<file path="src/rtl/bsg_zynq_fifo_packet_arbiter.sv">
// Round-robin packet arbiter: N valid/yumi sources share one registered ready/valid output; grant held for a whole packet.
// Optional BSG_ZYNQ_PACKET_ARB_TAG_EN stamps the source index into the top bits of header words.
module bsg_zynq_fifo_packet_arbiter #(
  parameter int num_src_p    = 2,
  parameter int data_width_p = 32,
  parameter int len_width_p  = 8,
  localparam int id_width_lp = (num_src_p > 1) ? $clog2(num_src_p) : 1
) (
  input  logic                              clk_i,
  input  logic                              reset_i,
  input  logic [num_src_p*data_width_p-1:0] src_data_i,
  input  logic [num_src_p-1:0]              src_v_i,
  output logic [num_src_p-1:0]              src_yumi_o,
  output logic [data_width_p-1:0]           data_o,
  output logic                              v_o,
  input  logic                              ready_i,
  output logic [num_src_p-1:0]              grant_o,
  output logic                              busy_o,
  output logic [id_width_lp-1:0]            src_id_o
);

  typedef enum logic {e_idle, e_busy} state_e;

  localparam logic [id_width_lp-1:0] last_lp = id_width_lp'(num_src_p - 1);

  state_e                    r_state, w_state_n;
  logic [id_width_lp-1:0]    r_rr_ptr, w_rr_ptr_n, r_grant, w_grant_n, r_src_id;
  logic [id_width_lp-1:0]    w_sel, w_sel_inc;
  logic [len_width_p-1:0]    r_cnt, w_cnt_n;
  logic                      r_v;
  logic [data_width_p-1:0]   r_data, w_word_raw, w_word;
  logic                      w_take, w_found, w_sel_v, w_acc;

`ifdef BSG_ZYNQ_PACKET_ARB_TAG_EN
  if (len_width_p + id_width_lp > data_width_p) begin : g_bad_cfg
    $error("tag field overlaps header length field");
  end
`endif

  // In IDLE scan from rr_ptr for the first valid source; in BUSY only the locked source counts.
  always_comb begin
    w_take  = ~r_v | ready_i;
    w_sel   = '0;
    w_found = 1'b0;
    if (r_state == e_idle) begin
      for (int unsigned k = 0; k < num_src_p; k++) begin
        for (int unsigned i = 0; i < num_src_p; i++) begin
          if (!w_found && src_v_i[i] && (i == (32'(r_rr_ptr) + k) % num_src_p)) begin
            w_found = 1'b1;
            w_sel   = id_width_lp'(i);
          end
        end
      end
    end else begin
      w_sel = r_grant;
    end
    w_sel_v    = 1'b0;
    w_word_raw = '0;
    for (int unsigned i = 0; i < num_src_p; i++) begin
      if (id_width_lp'(i) == w_sel) begin
        w_sel_v    = src_v_i[i];
        w_word_raw = src_data_i[i*data_width_p +: data_width_p];
      end
    end
    w_acc = w_take & w_sel_v;
    for (int unsigned i = 0; i < num_src_p; i++) begin
      src_yumi_o[i] = w_acc & (id_width_lp'(i) == w_sel);
    end
    w_sel_inc = (w_sel == last_lp) ? '0 : w_sel + 1'b1;
  end

  always_comb begin
    w_word = w_word_raw;
`ifdef BSG_ZYNQ_PACKET_ARB_TAG_EN
    if (r_state == e_idle) begin
      w_word[data_width_p-1 -: id_width_lp] = w_sel;
    end
`endif
  end

  always_comb begin
    w_state_n  = r_state;
    w_rr_ptr_n = r_rr_ptr;
    w_grant_n  = r_grant;
    w_cnt_n    = r_cnt;
    if (w_acc) begin
      case (r_state)
        e_idle: begin
          if (w_word_raw[len_width_p-1:0] == '0) begin
            w_rr_ptr_n = w_sel_inc;
          end else begin
            w_state_n = e_busy;
            w_grant_n = w_sel;
            w_cnt_n   = w_word_raw[len_width_p-1:0];
          end
        end
        e_busy: begin
          w_cnt_n = r_cnt - 1'b1;
          if (r_cnt == len_width_p'(1)) begin
            w_state_n  = e_idle;
            w_rr_ptr_n = w_sel_inc;
          end
        end
        default: ;
      endcase
    end
  end

  always_ff @(posedge clk_i) begin
    if (reset_i) begin
      r_state  <= e_idle;
      r_rr_ptr <= '0;
      r_grant  <= '0;
      r_cnt    <= '0;
      r_v      <= 1'b0;
      r_data   <= '0;
      r_src_id <= '0;
    end else begin
      r_state  <= w_state_n;
      r_rr_ptr <= w_rr_ptr_n;
      r_grant  <= w_grant_n;
      r_cnt    <= w_cnt_n;
      if (w_acc) begin
        r_v      <= 1'b1;
        r_data   <= w_word;
        r_src_id <= w_sel;
      end else if (ready_i) begin
        r_v <= 1'b0;
      end
    end
  end

  always_comb begin
    grant_o = '0;
    for (int unsigned i = 0; i < num_src_p; i++) begin
      grant_o[i] = (r_state == e_busy) && (id_width_lp'(i) == r_grant);
    end
  end

  assign v_o      = r_v;
  assign data_o   = r_data;
  assign src_id_o = r_src_id;
  assign busy_o   = (r_state == e_busy);

endmodule

</file>
<file path="config.mk">
export PLATFORM = sky130hd
export DESIGN_NAME = bsg_zynq_fifo_packet_arbiter
export DESIGN_NICKNAME = d
export VERILOG_FILES = /design/src/rtl/bsg_zynq_fifo_packet_arbiter.sv
export SDC_FILE = /design/constraint.sdc
export NUM_CORES = 1
export LEC_CHECK = 0
export CAP_MARGIN = 40
export CORE_ASPECT_RATIO = 1.2
export CORE_MARGIN = 5
export CORE_UTILIZATION = 40
export CTS_BUF_LIST = sky130_fd_sc_hd__clkbuf_16
export CTS_CLUSTER_DIAMETER = 30
export DETAILED_ROUTE_END_ITERATION = 12
export PLACE_DENSITY = 0.79
export REMOVE_ABC_BUFFERS = 1
export SYNTH_ARGS = -nofsm -noshare
export SYNTH_HDL_FRONTEND = slang
export SYNTH_SLANG_ARGS = --single-unit
</file>
<file path="constraint.sdc">
create_clock -name clk_i -period 2.25 [get_ports clk_i]
set_input_delay 0.3375 -clock clk_i [delete_from_list [all_inputs] [get_ports clk_i]]
set_output_delay 0.3375 -clock clk_i [all_outputs]
set_load 0.01 [all_outputs]
</file>
### After elaboration in Yosys (flattened, before gate mapping)

Cells that the tools add are included.

* register bits after elaboration: 45
* input port bits: 69
* output and inout bits: 39
* word-level logic and storage cells: 65

* add/sub/neg operators: 3
* equality and inequality tests: 4
* muxes and demuxes: 23
* bitwise gates (word level): 9
* reduce and logical (&&, ||, !) cells: 19

Operator list (number)
* 32-bit logical NOT: 2
* 32-bit 2-to-1 mux: 1
* 1-bit 2-to-1 mux: 18
* 8-bit one-hot mux with 2 select lines: 1
* 1-bit logical AND: 9
* 8-bit by 1-bit equality test with 1-bit output, second input constant: 1
* 8-bit logical NOT: 1
* 8-bit 2-to-1 mux: 1
* 8-bit by 1-bit subtractor with 8-bit output, second input constant: 1
* 3-bit AND reduction: 2
* 1-bit NOT: 5
* 2-bit by 1-bit != test with 1-bit output, second input constant: 2
* 1-bit one-hot mux with 2 select lines: 2
* 1-bit AND: 3
* 1-bit logical NOT: 3
* 1-bit adder, second input constant: 2
* 2-bit != test, second input constant: 1
* 2-bit AND reduction: 1
* 2-bit nonzero test: 1
* 1-bit OR: 1

### Depth between registers and ports, before layout

* word-level depth: 23
* mapped depth: 8
* gate-level depth less buffers: 7

### Least setup slack after synthesis

No wires, ideal clock.

* path type: input to register
* from: input src_data_i[3]
* to: register r_cnt[6]
* library setup time: 0.073 ns
* data arrival time: 1.863 ns
* required time: 2.177 ns
* setup slack: 0.314 ns
* stages: 6
* path buffers: 1
* cell sequence: or4_4 > a2111oi_4 > a31oi_2 > buf_6 > o32a_1 > o22ai_2

* cells in the longest elaborated chain, start to end: 4

RTL lines
* start, declared: RTL line 11 `input logic [num_src_p*data_width_p-1:0] src_data_i,`
* 32-bit 2-to-1 mux: RTL line 60 `if (id_width_lp'(i) == w_sel) begin`
* 8-bit logical NOT: RTL line 89 `if (w_word_raw[len_width_p-1:0] == '0) begin`
* 2-bit != test (no line)
* 2-bit AND reduction (no line)
* end signal, assigned: RTL line 122 `r_cnt <= w_cnt_n;`
* end, declared: RTL line 29 `logic [len_width_p-1:0] r_cnt, w_cnt_n;`

Every way passes these cells.
A chain may end at the register's enable or synchronous reset.

### Worst setup path after layout

* from: input src_data_i[3]
* to: register r_cnt[2]

Same word-level chain as after synthesis.

==> impl_metrics.yaml <==
synth:
  synth_area_um2: 2270
  ys.flop_type: "dfxtp_1"
  synth_area_leaders: "dfxtp_1 40%, a311oi_1 10%, nand2_1 10%, nor2_1 7.4%, mux2i_1 3.5%"
  yosysTopAreaCell: "dfxtp_1"
  ys_warn_count: 0
  ys_ff_latch: 45
  syn_avg_cell_area_um2: 7.95
  ys_seq_area_share_pct: 39.6
  synth_edf_count: 0
  synth_top_area_share_pct: 39.6
  synthCells: 286
  async_reset_ff_share_pct: 0
  ys_types: 48
power:
  p_total_w: 0.00265
  peakVddDrop_mv: 0.346
  p_leak_nw: 1.51
  cellPowerDensity_nw_per_um2: 705
sta:
  hold-worst-slack_ns: 0.492
  fin_crit_ns: 2.16
  worst_slew_margin_rel_pct: 60.0
  finalHoldViolCount: 0
  fin_skew_ns: 0.00546
  finalCritPeriodShare_pct: 96.0
  fin_ws_ns: 0.0899
  rsz0062_at_grt: "no"
  maxSlewViolCount: 0
  setup_violations: 0
  worst_slew_pin_slew_ns: 0.599
  max_clock_freq_ghz: 0.463
drt:
  wl_per_cell_um: 15.6
  drc: 0
  initialDrtViolationCount: 155
  ant_nets: 0
  wirelength_um: 7370
  drt_first_pass_iters: 4
  via_per_inst: 5.50
  via_count: 2594
cts:
  cts.sinks: 45
  clkTransAtPathRegs_ns: 0.06
  cts_tree: "built"
  cts_hold_buf: 0
  post_cts_buffers: 0
  ctsHtreeMaxLevel: 2
  clock_path_buffers: 2
  cts_root_buffer: "clkbuf_16"
  clk_latency_ns: 0.28
  cts_made_buffers: 5
die:
  core.rowCount: 30
  top_level_ports: 108
  start_util_pct: 40.7
  dieArea_um2: 7300
  fp.dieW_um: 78.8
  die_h_um: 92.6
  fp.coreArea_um2: 5590
setup_path:
  critical_path_buf_inv_count: 2
  end_kind: "register"
  worstPathMaxFanout: 6
  worst-r2r-setup-slack_ns: 0.14
  reg2regPathDepth: 8
  crit_chain: "clkdlybuf4s50_1 > or4_4 > a2111oi_4 > a31oi_4 > buf_4 > and3_2 > nor4_1"
  cpMaxStageDelayCell: "or4_4"
  cp.arrival_ns: 2.35
  cp_data_required_time_ns: 2.44
  r2r_end: "r_cnt[7]"
  r2r_start: "busy_o"
  slowest_delay_ns: 0.57
  path_delay_family: "simple AND/OR/NAND/NOR gates"
  start_kind: "primary input"
  crit_type: "primary input to register"
hold_path:
  hp-start: "src_id_o"
  whs_endpoint: "src_id_o"
  hp-class: "register to register"
  whs_path_depth: 2
placement:
  place_congestion: 0.843
  postPlaceCellArea_um2: 3580
  dpl.hpwl_um: 5600
  portBuffers: 107
  pre_cts_ws_ns: -0.216
final_layout:
  nFillCells: 482
  layout-drive-gt1-share_pct: 12.7
  fin_nets: 479
  antenna_cells: 0
  fin_util_pct: 67.2
  synthToLayoutAreaGrowth_pct: 65.2
  fin_area_um2: 3760
grt:
  overflow: 0
  grtUsageTotal_pct: 20.1
  grt_max_degree: 33
  grt_pass1_wl_um: 12000
  antenna_found_initial: 0
  grt_pass1_vias: 2492
outcome:
  outcome: "finished, final reports clean"
flow_run:
  drv_cap: 0
==> worst register-to-register path: stages (launching register included) <==
cell and delay (ns):
dfxtp_1 0.47, and2_1 0.29, a21o_1 0.18, buf_4 0.16, buf_4 0.13, mux2i_1 0.33
o22ai_1 0.15, o211ai_1 0.17, a21oi_1 0.08
==> logic make-up (layout without fill, tap and decap cells) <==
family,count (synthesis),after routing,synth area share [%]
multiplexers,10,10,4.51
flip-flops,45,45,39.6
AO/OA/AOI/OAI,65,65,23.4
adder cells (fa/ha/maj),2,2,1.10
buffers and inverters,28,150,5.39
AND/OR/NAND/NOR,136,136,26.0
==> synth_stat cells (2+ instances only) <==
cell	number
buf_2	8
nor2_1	45
o211ai_1	3
nor3_1	7
ha_1	2
a211oi_1	5
nor2b_1	3
mux2i_1	8
nor4_1	4
clkbuf_1	13
mux2_2	2
a21oi_1	10
dfxtp_1	45
nand2b_1	2
nand3_1	2
inv_1	5
o21ai_0	2
a311oi_1	27
nand2_1	62
o21a_1	3
==> cell type report <==
class / instances / area (µm²) / share of cell area (%)
repair buffers: 138 / 1320 / 35.2
multi-input cells: 213 / 1280 / 34.0
flip-flops and latches: 45 / 901 / 24.0
clock buffers: 5 / 125 / 3.33
well taps: 64 / 80.1 / 2.13
clock inverters: 2 / 35.0 / 0.932
inverters: 5 / 18.8 / 0.499
==> how the worst max path moves through the flow <==
stage / from / endpoint / slack (ns) / cells past startpoint
after floorplan: busy_o / r_cnt[4] / -1.95 / 5
after global placement: src_data_i[3] / r_cnt[3] / -0.21 / 7
after detailed placement: src_data_i[3] / r_cnt[3] / -0.22 / 7
after CTS: src_data_i[3] / r_cnt[3] / 0.08 / 7
after global routing: src_data_i[2] / r_cnt[2] / 0.005 / 7
final: src_data_i[3] / r_cnt[2] / 0.09 / 7
==> where the power goes <==
part / switching, W / internal [W]
sequential: 0.0000708 / 0.000902
combinational: 0.000395 / 0.000472
clock: 0.000293 / 0.000515
total: 0.000759 / 0.00189
==> metal layers <==
| layer | up-vias | global-route usage, % | part of all wire, % |
|---|---|---|---|
| li1 | 1266 | - | - |
| met1 | 1218 | 24.3 | 41 |
| met2 | 100 | 36.0 | 50 |
| met3 | 10 | 4.28 | 6.9 |
| met4 | 0 | 4.87 | 1.5 |
| met5 | - | 0 | 0 |
==> sequential cells by signal (all words and copies together) (netlist names) <==
signal	cells
r_grant	1
src_id_o	1
data_o	32
busy_o	1
r_cnt	8
r_rr_ptr	1
v_o	1
==> metrics by stage <==
stage	instances	setup TNS (ns)
2_1_floorplan	263	-63.30
3_3_place_gp	465	-1.50
3_5_place_dp	465	-1.87
4_1_cts	472	0
5_1_grt	472	0
6_report	472	0
==> layout by cell type (no fill, tap or decap), types with 2 or more instances in the layout <==
master,n
buf_12,2
a311oi_1,27
ha_1,2
clkdlybuf4s50_1,104
o21a_1,3
clkbuf_16,5
nand2_1,62
mux2i_1,8
nor2b_1,2
o211ai_1,3
nor4_1,3
a211oi_1,5
mux2_2,2
a21oi_1,10
nand2b_1,2
nand3_1,2
nor2_1,45
nor3_1,7
dfxtp_1,45
dlygate4sd2_1,2
inv_1,5
buf_4,29
o21ai_0,2
==> repair_timing <==
| item | in CTS | in global routing |
|---|---|---|
| gates resized for setup | 2 | 3 |
| cloned | 0 | 0 |
| setup endpoints to repair | 2 | 3 |
No activity file was read; power rests on OpenSTA's default activity.
